==> config.mk <==
export PLATFORM = sky130hd
export DESIGN_NAME = multicycle_controller
export DESIGN_NICKNAME = d
export VERILOG_FILES = /design/src/rtl/multicycle_controller_pkg.sv /design/src/rtl/multicycle_controller_alu_decoder.sv /design/src/rtl/multicycle_controller.sv
export SDC_FILE = /design/constraint.sdc
export NUM_CORES = 1
export LEC_CHECK = 0
export CORE_MARGIN = 4
export CORE_UTILIZATION = 46
export DETAILED_ROUTE_END_ITERATION = 16
export MAX_ROUTING_LAYER = met4
export PLACE_DENSITY = 0.76
export SETUP_SLACK_MARGIN = 0.3
export SYNTH_ARGS = -nofsm -noshare
export SYNTH_HDL_FRONTEND = slang
export SYNTH_SLANG_ARGS = --single-unit
==> constraint.sdc <==
create_clock -name clk -period 2.1 [get_ports clk]
set_input_delay 0.315 -clock clk [delete_from_list [all_inputs] [get_ports clk]]
set_output_delay 0.315 -clock clk [all_outputs]
set_load 0.03 [all_outputs]
==> src/rtl/multicycle_controller_pkg.sv <==
// Shared definitions for the multicycle MIPS controller: opcode/funct codes,
// ALU encodings, datapath selects, FSM state codes and per-state control word.
package multicycle_controller_pkg;

  localparam logic [5:0] OP_RTYPE = 6'b000000;
  localparam logic [5:0] OP_LW    = 6'b100011;
  localparam logic [5:0] OP_SW    = 6'b101011;
  localparam logic [5:0] OP_ADDI  = 6'b001000;
  localparam logic [5:0] OP_SLTI  = 6'b001010;
  localparam logic [5:0] OP_ANDI  = 6'b001100;
  localparam logic [5:0] OP_ORI   = 6'b001101;
  localparam logic [5:0] OP_XORI  = 6'b001110;
  localparam logic [5:0] OP_BEQ   = 6'b000100;
  localparam logic [5:0] OP_J     = 6'b000010;

  localparam logic [5:0] FN_ADD = 6'b100000;
  localparam logic [5:0] FN_SUB = 6'b100010;
  localparam logic [5:0] FN_AND = 6'b100100;
  localparam logic [5:0] FN_OR  = 6'b100101;
  localparam logic [5:0] FN_XOR = 6'b100110;
  localparam logic [5:0] FN_NOR = 6'b100111;
  localparam logic [5:0] FN_SLT = 6'b101010;

  localparam logic [3:0] ALUOP_ADD = 4'b0110;
  localparam logic [3:0] ALUOP_SUB = 4'b1110;
  localparam logic [3:0] ALUOP_AND = 4'b0000;
  localparam logic [3:0] ALUOP_OR  = 4'b0001;
  localparam logic [3:0] ALUOP_XOR = 4'b0010;
  localparam logic [3:0] ALUOP_NOR = 4'b0011;
  localparam logic [3:0] ALUOP_SLT = 4'b1111;

  localparam logic [1:0] ALUSRCB_RT     = 2'b00;
  localparam logic [1:0] ALUSRCB_FOUR   = 2'b01;
  localparam logic [1:0] ALUSRCB_IMM    = 2'b10;
  localparam logic [1:0] ALUSRCB_BRANCH = 2'b11;

  localparam logic [1:0] PCSRC_ALU    = 2'b00;
  localparam logic [1:0] PCSRC_ALUOUT = 2'b01;
  localparam logic [1:0] PCSRC_JUMP   = 2'b10;

  typedef enum logic [3:0] {
    S_IDLE   = 4'd0,
    S_FETCH  = 4'd1,
    S_DECODE = 4'd2,
    S_MEMADR = 4'd3,
    S_MEMRD  = 4'd4,
    S_MEMWB  = 4'd5,
    S_MEMWR  = 4'd6,
    S_RTEXE  = 4'd7,
    S_ALUWB  = 4'd8,
    S_IEXE   = 4'd9,
    S_IWB    = 4'd10,
    S_BRANCH = 4'd11,
    S_JUMP   = 4'd12,
    S_HALT   = 4'd13
  } state_e;

  typedef struct packed {
    logic       pcen;
    logic       iord;
    logic       memread;
    logic       memwrite;
    logic       irwrite;
    logic       regdst;
    logic       memtoreg;
    logic       regwrite;
    logic       alusrca;
    logic [1:0] alusrcb;
    logic [1:0] pcsrc;
    logic [3:0] aluop;
    logic       sextend;
    logic       halted;
  } ctrl_t;

  // Moore part of the control word for a given state; the memory-handshake
  // and branch-condition terms are added combinationally in the top.
  function automatic ctrl_t state_ctrl(input state_e state, input logic [3:0] dec_aluop,
                                       input logic dec_sextend);
    ctrl_t c;
    c = '0;
    case (state)
      S_FETCH: begin
        c.memread = 1'b1;
        c.alusrcb = ALUSRCB_FOUR;
        c.aluop   = ALUOP_ADD;
        c.pcsrc   = PCSRC_ALU;
      end
      S_DECODE: begin
        c.alusrcb = ALUSRCB_BRANCH;
        c.aluop   = ALUOP_ADD;
        c.sextend = 1'b1;
      end
      S_RTEXE: begin
        c.alusrca = 1'b1;
        c.alusrcb = ALUSRCB_RT;
        c.aluop   = dec_aluop;
      end
      S_ALUWB: begin
        c.regwrite = 1'b1;
        c.regdst   = 1'b1;
      end
      S_IEXE: begin
        c.alusrca = 1'b1;
        c.alusrcb = ALUSRCB_IMM;
        c.aluop   = dec_aluop;
        c.sextend = dec_sextend;
      end
      S_IWB: c.regwrite = 1'b1;
      S_MEMADR: begin
        c.alusrca = 1'b1;
        c.alusrcb = ALUSRCB_IMM;
        c.aluop   = ALUOP_ADD;
        c.sextend = 1'b1;
      end
      S_MEMRD: begin
        c.memread = 1'b1;
        c.iord    = 1'b1;
      end
      S_MEMWB: begin
        c.regwrite = 1'b1;
        c.memtoreg = 1'b1;
      end
      S_MEMWR: begin
        c.memwrite = 1'b1;
        c.iord     = 1'b1;
      end
      S_BRANCH: begin
        c.alusrca = 1'b1;
        c.alusrcb = ALUSRCB_RT;
        c.aluop   = ALUOP_SUB;
        c.pcsrc   = PCSRC_ALUOUT;
      end
      S_JUMP: begin
        c.pcsrc = PCSRC_JUMP;
        c.pcen  = 1'b1;
      end
      S_HALT: c.halted = 1'b1;
      default: ;
    endcase
    return c;
  endfunction

endpackage

==> src/rtl/multicycle_controller_alu_decoder.sv <==
// Combinational ALU decoder: maps op/funct to ALU operation and immediate
// extension, and flags opcodes/functs the core does not implement.
module multicycle_controller_alu_decoder
  import multicycle_controller_pkg::*;
(
  input  logic [5:0] op,
  input  logic [5:0] funct,
  output logic [3:0] aluop,
  output logic       sextend,
  output logic       illegal
);

  // NOTE: every output gets a default before the case so no path infers a latch.
  always_comb begin
    aluop   = ALUOP_ADD;
    sextend = 1'b0;
    illegal = 1'b0;
    case (op)
      OP_RTYPE: begin
        case (funct)
          FN_ADD:  aluop = ALUOP_ADD;
          FN_SUB:  aluop = ALUOP_SUB;
          FN_AND:  aluop = ALUOP_AND;
          FN_OR:   aluop = ALUOP_OR;
          FN_XOR:  aluop = ALUOP_XOR;
          FN_NOR:  aluop = ALUOP_NOR;
          FN_SLT:  aluop = ALUOP_SLT;
          default: illegal = 1'b1;
        endcase
      end
      OP_ADDI: begin
        aluop   = ALUOP_ADD;
        sextend = 1'b1;
      end
      OP_SLTI: begin
        aluop   = ALUOP_SLT;
        sextend = 1'b1;
      end
      OP_ANDI: aluop = ALUOP_AND;
      OP_ORI:  aluop = ALUOP_OR;
      OP_XORI: aluop = ALUOP_XOR;
      OP_LW, OP_SW: begin
        aluop   = ALUOP_ADD;
        sextend = 1'b1;
      end
      OP_BEQ: begin
        aluop   = ALUOP_SUB;
        sextend = 1'b1;
      end
      OP_J:    aluop = ALUOP_ADD;
      default: illegal = 1'b1;
    endcase
  end

endmodule

==> src/rtl/multicycle_controller.sv <==
// Multicycle MIPS control FSM: sequences fetch/decode/execute/memory/writeback,
// bounds memory wait states and traps illegal instructions into a sticky HALT.
module multicycle_controller
  import multicycle_controller_pkg::*;
#(
  parameter int WAIT_LIMIT = 16
) (
  input  logic       clk,
  input  logic       reset_n,
  input  logic [5:0] op,
  input  logic [5:0] funct,
  input  logic       zero,
  input  logic       mem_ready,
  output logic       pcen,
  output logic       iord,
  output logic       memread,
  output logic       memwrite,
  output logic       irwrite,
  output logic       regdst,
  output logic       memtoreg,
  output logic       regwrite,
  output logic       alusrca,
  output logic [1:0] alusrcb,
  output logic [1:0] pcsrc,
  output logic [3:0] aluop,
  output logic       sextend,
  output logic       halted
);

  // The counter only has to reach WAIT_LIMIT-1: the next not-ready cycle traps.
  localparam int WAIT_W = (WAIT_LIMIT > 1) ? $clog2(WAIT_LIMIT) : 1;
  localparam logic [WAIT_W-1:0] WAIT_LAST = WAIT_W'(WAIT_LIMIT - 1);

  state_e            state_q, state_d;
  logic [WAIT_W-1:0] wait_q, wait_d;
  ctrl_t             ctrl_q, ctrl_d;

  logic [3:0] dec_aluop;
  logic       dec_sextend;
  logic       dec_illegal;
  logic       fetch_done;

  multicycle_controller_alu_decoder u_alu_decoder (
    .op      (op),
    .funct   (funct),
    .aluop   (dec_aluop),
    .sextend (dec_sextend),
    .illegal (dec_illegal)
  );

  always_comb begin
    state_d = state_q;
    wait_d  = '0;
    case (state_q)
      S_IDLE: state_d = S_FETCH;
      S_FETCH, S_MEMRD, S_MEMWR: begin
        if (mem_ready) begin
          case (state_q)
            S_FETCH: state_d = S_DECODE;
            S_MEMRD: state_d = S_MEMWB;
            default: state_d = S_FETCH;
          endcase
        end else if (wait_q == WAIT_LAST) begin
          state_d = S_HALT;
        end else begin
          wait_d = wait_q + WAIT_W'(1);
        end
      end
      S_DECODE: begin
        if (dec_illegal) begin
          state_d = S_HALT;
        end else begin
          case (op)
            OP_RTYPE:                                   state_d = S_RTEXE;
            OP_LW, OP_SW:                               state_d = S_MEMADR;
            OP_ADDI, OP_SLTI, OP_ANDI, OP_ORI, OP_XORI: state_d = S_IEXE;
            OP_BEQ:                                     state_d = S_BRANCH;
            OP_J:                                       state_d = S_JUMP;
            default:                                    state_d = S_HALT;
          endcase
        end
      end
      S_MEMADR: state_d = (op == OP_SW) ? S_MEMWR : S_MEMRD;
      S_RTEXE:  state_d = S_ALUWB;
      S_IEXE:   state_d = S_IWB;
      S_ALUWB, S_IWB, S_MEMWB, S_BRANCH, S_JUMP: state_d = S_FETCH;
      S_HALT:   state_d = S_HALT;
      default:  state_d = S_HALT;
    endcase
  end

  // Control word for the state being entered, so outputs come straight from flops.
  assign ctrl_d = state_ctrl(state_d, dec_aluop, dec_sextend);

  // NOTE: sequential state uses non-blocking assignments so every flop samples pre-edge values.
  always_ff @(posedge clk or negedge reset_n) begin
    if (!reset_n) begin
      state_q <= S_IDLE;
      wait_q  <= '0;
      ctrl_q  <= '0;
    end else begin
      state_q <= state_d;
      wait_q  <= wait_d;
      ctrl_q  <= ctrl_d;
    end
  end

  // IR load / PC increment and the branch decision react to inputs within the cycle.
  assign fetch_done = (state_q == S_FETCH) && mem_ready;

  assign pcen     = ctrl_q.pcen | fetch_done | ((state_q == S_BRANCH) && zero);
  assign irwrite  = ctrl_q.irwrite | fetch_done;
  assign iord     = ctrl_q.iord;
  assign memread  = ctrl_q.memread;
  assign memwrite = ctrl_q.memwrite;
  assign regdst   = ctrl_q.regdst;
  assign memtoreg = ctrl_q.memtoreg;
  assign regwrite = ctrl_q.regwrite;
  assign alusrca  = ctrl_q.alusrca;
  assign alusrcb  = ctrl_q.alusrcb;
  assign pcsrc    = ctrl_q.pcsrc;
  assign aluop    = ctrl_q.aluop;
  assign sextend  = ctrl_q.sextend;
  assign halted   = ctrl_q.halted;

endmodule

==> impl_metrics.json, run 1 <==
{
  "status": "complete, but fails checks",
  "failed_checks": "setup timing",
  "grt_pass1_wl_um": 9220,
  "clk_latency_ns": 0.28,
  "antenna_left": 0,
  "grt_max_degree": 27,
  "yosysMostFrequentCell": "dfrtp_1",
  "ir_drop_v": 0.000845,
  "yosysTopAreaCell": "dfrtp_1",
  "viasPerCell": 6.08,
  "min_path_type": "in -> async",
  "rsz0062_at_grt": "yes",
  "post-place-cells": 306,
  "grt_pass1_vias": 1922,
  "endpoint_kind": "flop",
  "grt_use_total": 0.272,
  "r2r-start": "state_q[0]",
  "die_y_um": 68.6,
  "power.switching_mw": 2.02,
  "num_vias": 2032,
  "ys.flop_type": "dfrtp_1",
  "internal_power_mw": 2.63,
  "use_met2": 0.496,
  "ys_top_cells_by_count": "dfrtp_1, nand2_1, nor2_1",
  "synth.area.top_cells": "dfrtp_1, buf_4, nand2_1",
  "ys_ff_latch": 26,
  "io_pins": 35,
  "maxSlewHeadroom": 0.586,
  "final.setup.tns_ns": -1.41,
  "gp_congestion": 0.946,
  "max_cap_viol_count": 0,
  "yosys.area.top_type_share": 0.385,
  "synth_nets": 201,
  "final_cells": 334,
  "r2r-end": "sextend",
  "use_met1": 0.298,
  "area.growth.synth_to_final_pct": 82.6,
  "dr.pass1.iters": 5,
  "synth_edf_count": 0,
  "fill_cells": 137,
  "cts_tree": "done",
  "fmax_mhz": 431,
  "drt_wl_total_um": 7060,
  "cp.required_ns": 2.30,
  "cts_buffers": 3,
  "die_x_um": 68.6,
  "avgRoutedWirePerCell_um": 21.1,
  "antenna_found_initial": 0,
  "period_share": 1.10,
  "finalNetCount": 306,
  "synth_cells": 184,
  "cts.root.buffer_cell": "clkbuf_8",
  "synthArstFlopShare": 1.00,
  "drive_gt1_frac": 0.535,
  "cp_max_fo": 6,
  "finalWorstPathRequiredPeriod_ns": 2.32,
  "coreArea_um2": 3440,
  "p_leak_nw": 1.38,
  "grt_overflow": 0,
  "finClkSkew_ns": 0.00185,
  "hold_viol_final": 0,
  "r2r_slack_ns": -0.22,
  "use_met3": 0.0259,
  "diodes": 0,
  "port_buffers": 34,
  "htree_levels": 1,
  "post-dp-hpwl_um": 3570,
  "yosysWarnings": 0,
  "seq_area_frac_synth": 0.385,
  "final.setup.worst_slack_ns": -0.220,
  "syn_avg_cell_area_um2": 9.18,
  "start_util": 0.491,
  "combPwrFrac": 0.747,
  "start_kind": "flop",
  "cts_hold_buf": 0,
  "power_density_nw_per_um2": 1510,
  "synthDistinctLibCells": 57,
  "cts_max_path_buffers": 2,
  "critPathKind": "reg -> reg",
  "drtIter0Drc": 178,
  "power.share.sequential": 0.162,
  "slew_viol_final": 0,
  "netSwitchingFraction": 0.435,
  "clkPwrFrac": 0.091,
  "clock_sinks": 26,
  "top_usage_layer": "met2",
  "rows": 21,
  "die_area_um2": 4710,
  "syn_area_um2": 1690,
  "clk_pin_slew_ns": 0.09,
  "report.final.setup_viol": 13,
  "reg2reg_depth": 9,
  "cp_data_arrival_time_ns": 2.52,
  "max_slew.worst_pin.slew_ns": 0.620,
  "route.detailed.drc": 0
}
==> per-layer routing <==
layer | vias to the layer above | share of wire
met2 | 133 | 0.48
met4 | 0 | 0.056
met5 | - | 0
met3 | 37 | 0.073
met1 | 992 | 0.39
li1 | 870 | -
==> layout make-up <==
type | instances | area, um2 | share of cell area
Inverter | 6 | 30.0 | 0.00974
Sequential cell | 26 | 652 | 0.211
Clock buffer | 3 | 41.3 | 0.0134
Tap cell | 46 | 57.6 | 0.0187
Clock inverter | 1 | 30.0 | 0.00974
Multi-Input combinational cell | 132 | 1180 | 0.383
Timing Repair Buffer | 120 | 1090 | 0.354
==> placed cells by master, fill, tap and decap left out, types with 3 or more instances in the layout <==
cell and n:
dfrtp_1 25, dlygate4sd2_1 6, buf_4 61, clkbuf_8 3, a31oi_1 3, nand2b_1 3
clkdlybuf4s50_1 21, nand3_1 4, nand2_1 16, nor2_1 11, nand2b_4 4, o21ai_0 4
or3_4 3, buf_6 26, nor3_4 5, nor3_2 3, nand3_2 3, inv_4 3
a21oi_1 4, nor2b_1 3
==> worst max-delay path by stage <==
stage / from / to / slack (ns) / cells after the start
global route: state_q[0] / aluop[0] / -0.25 / 8
CTS: wait_q[1] / aluop[0] / -0.06 / 9
finish: state_q[0] / sextend / -0.22 / 9
global placement: op[1] / aluop[3] / -0.51 / 8
floorplan: op[1] / aluop[3] / -0.1 / 8
detailed placement: op[1] / aluop[3] / -0.55 / 9
==> metrics by stage <==
step | instance area [um2] | utilization | hold WS, ns | power (mW) | setup slack (ns)
3_5_place_dp | 2460 | 0.716 | 0.539 | 2.82 | -0.549
3_3_place_gp | 2460 | 0.716 | 0.522 | 2.75 | -0.510
5_1_grt | 3080 | 0.896 | 0.426 | 4.82 | -0.255
2_1_floorplan | 1760 | - | 0.0194 | 2.09 | -0.0960
6_report | 3080 | 0.896 | 0.387 | 4.65 | -0.220
4_1_cts | 2860 | 0.832 | 0.407 | 3.85 | -0.0643
==> logic make-up after synthesis <==
group,after synthesis,synth area share
buf+inv,26,0.0926
xor+xnor,4,0.0207
flops,26,0.385
compound gates,43,0.223
fa+ha+maj,2,0.0141
simple gates,83,0.264
==> critical path, cell delays in order (launching register included) <==
cell and delay (ns):
dfrtp_1 0.45, buf_6 0.16, buf_6 0.13, o41ai_4 0.35, a221oi_2 0.14, o211a_4 0.18, buf_6 0.12, buf_6 0.13
or3_4 0.42, o21ai_2 0.17
==> registers in the layout (all words and copies together), names as in the netlist <==
| signal | flops |
|---|---|
| aluop | 4 |
| state_q | 4 |
| wait_q | 4 |
| alusrcb | 2 |
| pcsrc | 2 |
| alusrca | 1 |
| ctrl_q | 1 |
| halted | 1 |
| iord | 1 |
| memread | 1 |
| memtoreg | 1 |
| memwrite | 1 |
| regdst | 1 |
| regwrite | 1 |
| sextend | 1 |
==> power by group through the flow <==
stage	combinational [mW]	sequential [mW]	clock, mW
final	3.47	0.756	0.422
after global routing	3.62	0.759	0.447
after CTS	2.71	0.738	0.409
after detailed placement	2.09	0.731	0
after global placement	2.02	0.725	0
after floorplan	1.27	0.819	0
==> timing repair <==
item | CTS | global route
buffers inserted | 10 | 13
endpoints found under the setup margin | 23 | 25
resized for setup | 80 | 24
gates cloned | 1 | 0
pin swaps | 29 | 16
Note: power is estimated with default switching activity, not from simulation.
==> run 2, diff against run 1 <==
Settings changed: CORE_UTILIZATION 46 to 37, PLACE_DENSITY 0.76 to default.
==> run 2 against run 1 <==
  * The run still ends with setup timing left
  * Critical path depth decreased by 3
  * Non-clock buffer count decreased by 22
  * Via count shrank 16%
  * Critical path type unchanged
  * Largest power group unchanged
  * Highest routed layer unchanged
==> impl_metrics.json, run 2 (synthesis gave the netlist of run 1 again) <==
{
  "cts_buffers": 3,
  "fmax_mhz": 471,
  "period_share": 1.01,
  "avgRoutedWirePerCell_um": 15.5,
  "grt_use_total": 0.183,
  "final.setup.tns_ns": -0.0225,
  "grt_max_degree": 27,
  "status": "complete, but fails checks",
  "fin_util": 0.631,
  "dr.pass1.iters": 4,
  "cp.required_ns": 2.30,
  "clk_latency_ns": 0.27,
  "rows": 24,
  "critPathKind": "reg -> reg",
  "grt_overflow": 0,
  "cts_tree": "done",
  "port_buffers": 34,
  "r2r_slack_ns": -0.02,
  "cts_max_path_buffers": 2,
  "diodes": 0,
  "power_density_nw_per_um2": 1390,
  "placedInstanceArea_um2": 2370,
  "die_area_um2": 5710,
  "rsz0062_at_grt": "yes",
  "num_vias": 1713,
  "finClkSkew_ns": 0.00955,
  "max_cap_viol_count": 0,
  "final_common_cell": "buf_4",
  "holdWs_ns": 0.404,
  "start_util": 0.385,
  "report.final.setup_viol": 1,
  "final.setup.worst_slack_ns": -0.0225,
  "start_kind": "flop",
  "clk_pin_slew_ns": 0.09,
  "route.detailed.drc": 0,
  "maxSlewHeadroom": 0.736,
  "failed_checks": "setup timing",
  "finalNetCount": 284,
  "finalWorstPathRequiredPeriod_ns": 2.12,
  "antenna_found_initial": 0,
  "drive_gt1_frac": 0.466,
  "htree_levels": 1,
  "min_path_type": "in -> async",
  "die_y_um": 75.6,
  "fill_cells": 342,
  "die_x_um": 75.6,
  "cts_hold_buf": 0,
  "coreArea_um2": 4380,
  "drtIter0Drc": 128,
  "drt_wl_total_um": 4910,
  "io_pins": 35,
  "p_leak_nw": 1.21,
  "grt_pass1_vias": 1696,
  "layout_common_cells": "buf_4, dfrtp_1, clkdlybuf4s50_1",
  "grt_pass1_wl_um": 7820,
  "multi_input_area_um2": 1110,
  "area.growth.synth_to_final_pct": 63.7,
  "antenna_left": 0,
  "cts.root.buffer_cell": "clkbuf_8",
  "viasPerCell": 5.39,
  "clock_sinks": 26,
  "cp_data_arrival_time_ns": 2.32,
  "cp_max_fo": 8,
  "seq_area_um2": 653,
  "hold_viol_final": 0,
  "gp_congestion": 0.836,
  "post-dp-hpwl_um": 3400,
  "ir_drop_v": 0.000564,
  "max_slew.worst_pin.slew_ns": 0.396,
  "power_mw": 3.85,
  "endpoint_kind": "flop",
  "fin_area_um2": 2770,
  "slew_viol_final": 0
}
-- run 2: routing by layer --
layer / up-vias / GRT usage / routed length (um)
met5: - / - / 0
met4: 0 / 0.0641 / 148
met3: 16 / 0.0132 / 218
met2: 55 / 0.315 / 2580
met1: 814 / 0.226 / 1970
li1: 828 / - / -
-- run 2: where the power goes --
part / internal [mW] / switching [mW] / total, mW
Combinational: 1.36 / 1.40 / 2.76
Sequential: 0.658 / 0.110 / 0.768
Clock: 0.168 / 0.154 / 0.322
Total: 2.18 / 1.67 / 3.85
-- run 2: worst paths after layout --
kind	to	start	depth (start not counted)
setup / recovery	aluop[0]	state_q[0]	6
hold reg to reg	wait_q[0]	wait_q[0]	2
min in group clk	wait_q[0]	wait_q[0]	2
max in group asynchronous	state_q[0]	reset_n	2
setup reg to reg	aluop[0]	state_q[0]	6
hold / removal	wait_q[0]	reset_n	2
-- run 2: layout make-up --
| cell class | count | share of cell area |
|---|---|---|
| multi-input combinational | 132 | 0.402 |
| timing repair buffer | 98 | 0.307 |
| sequential | 26 | 0.236 |
| tap | 52 | 0.0235 |
| clock buffer | 4 | 0.0199 |
| inverter | 6 | 0.0109 |
-- run 2: what timing repair did --
item	4_1_cts	5_1_grt
buffers inserted	11	3
setup endpoints to repair	22	21
pin swaps	22	8
endpoints found under the hold margin	0	0
gates resized for setup	58	18
gates cloned	1	0
-- run 2: critical path, cell delays in order (launching register included) --
cell       delay (ns)
dfrtp_2          0.45
or3b_4           0.44
o22a_1           0.24
o2111ai_4        0.23
inv_4            0.07
or4_4            0.47
a21oi_2          0.14
-- run 2: stage by stage --
step | instances | setup slack (ns)
2_1_floorplan | 184 | -0.0960
3_3_place_gp | 299 | -0.500
3_5_place_dp | 299 | -0.542
4_1_cts | 315 | 0.0410
5_1_grt | 318 | -0.0850
6_report | 318 | -0.0225
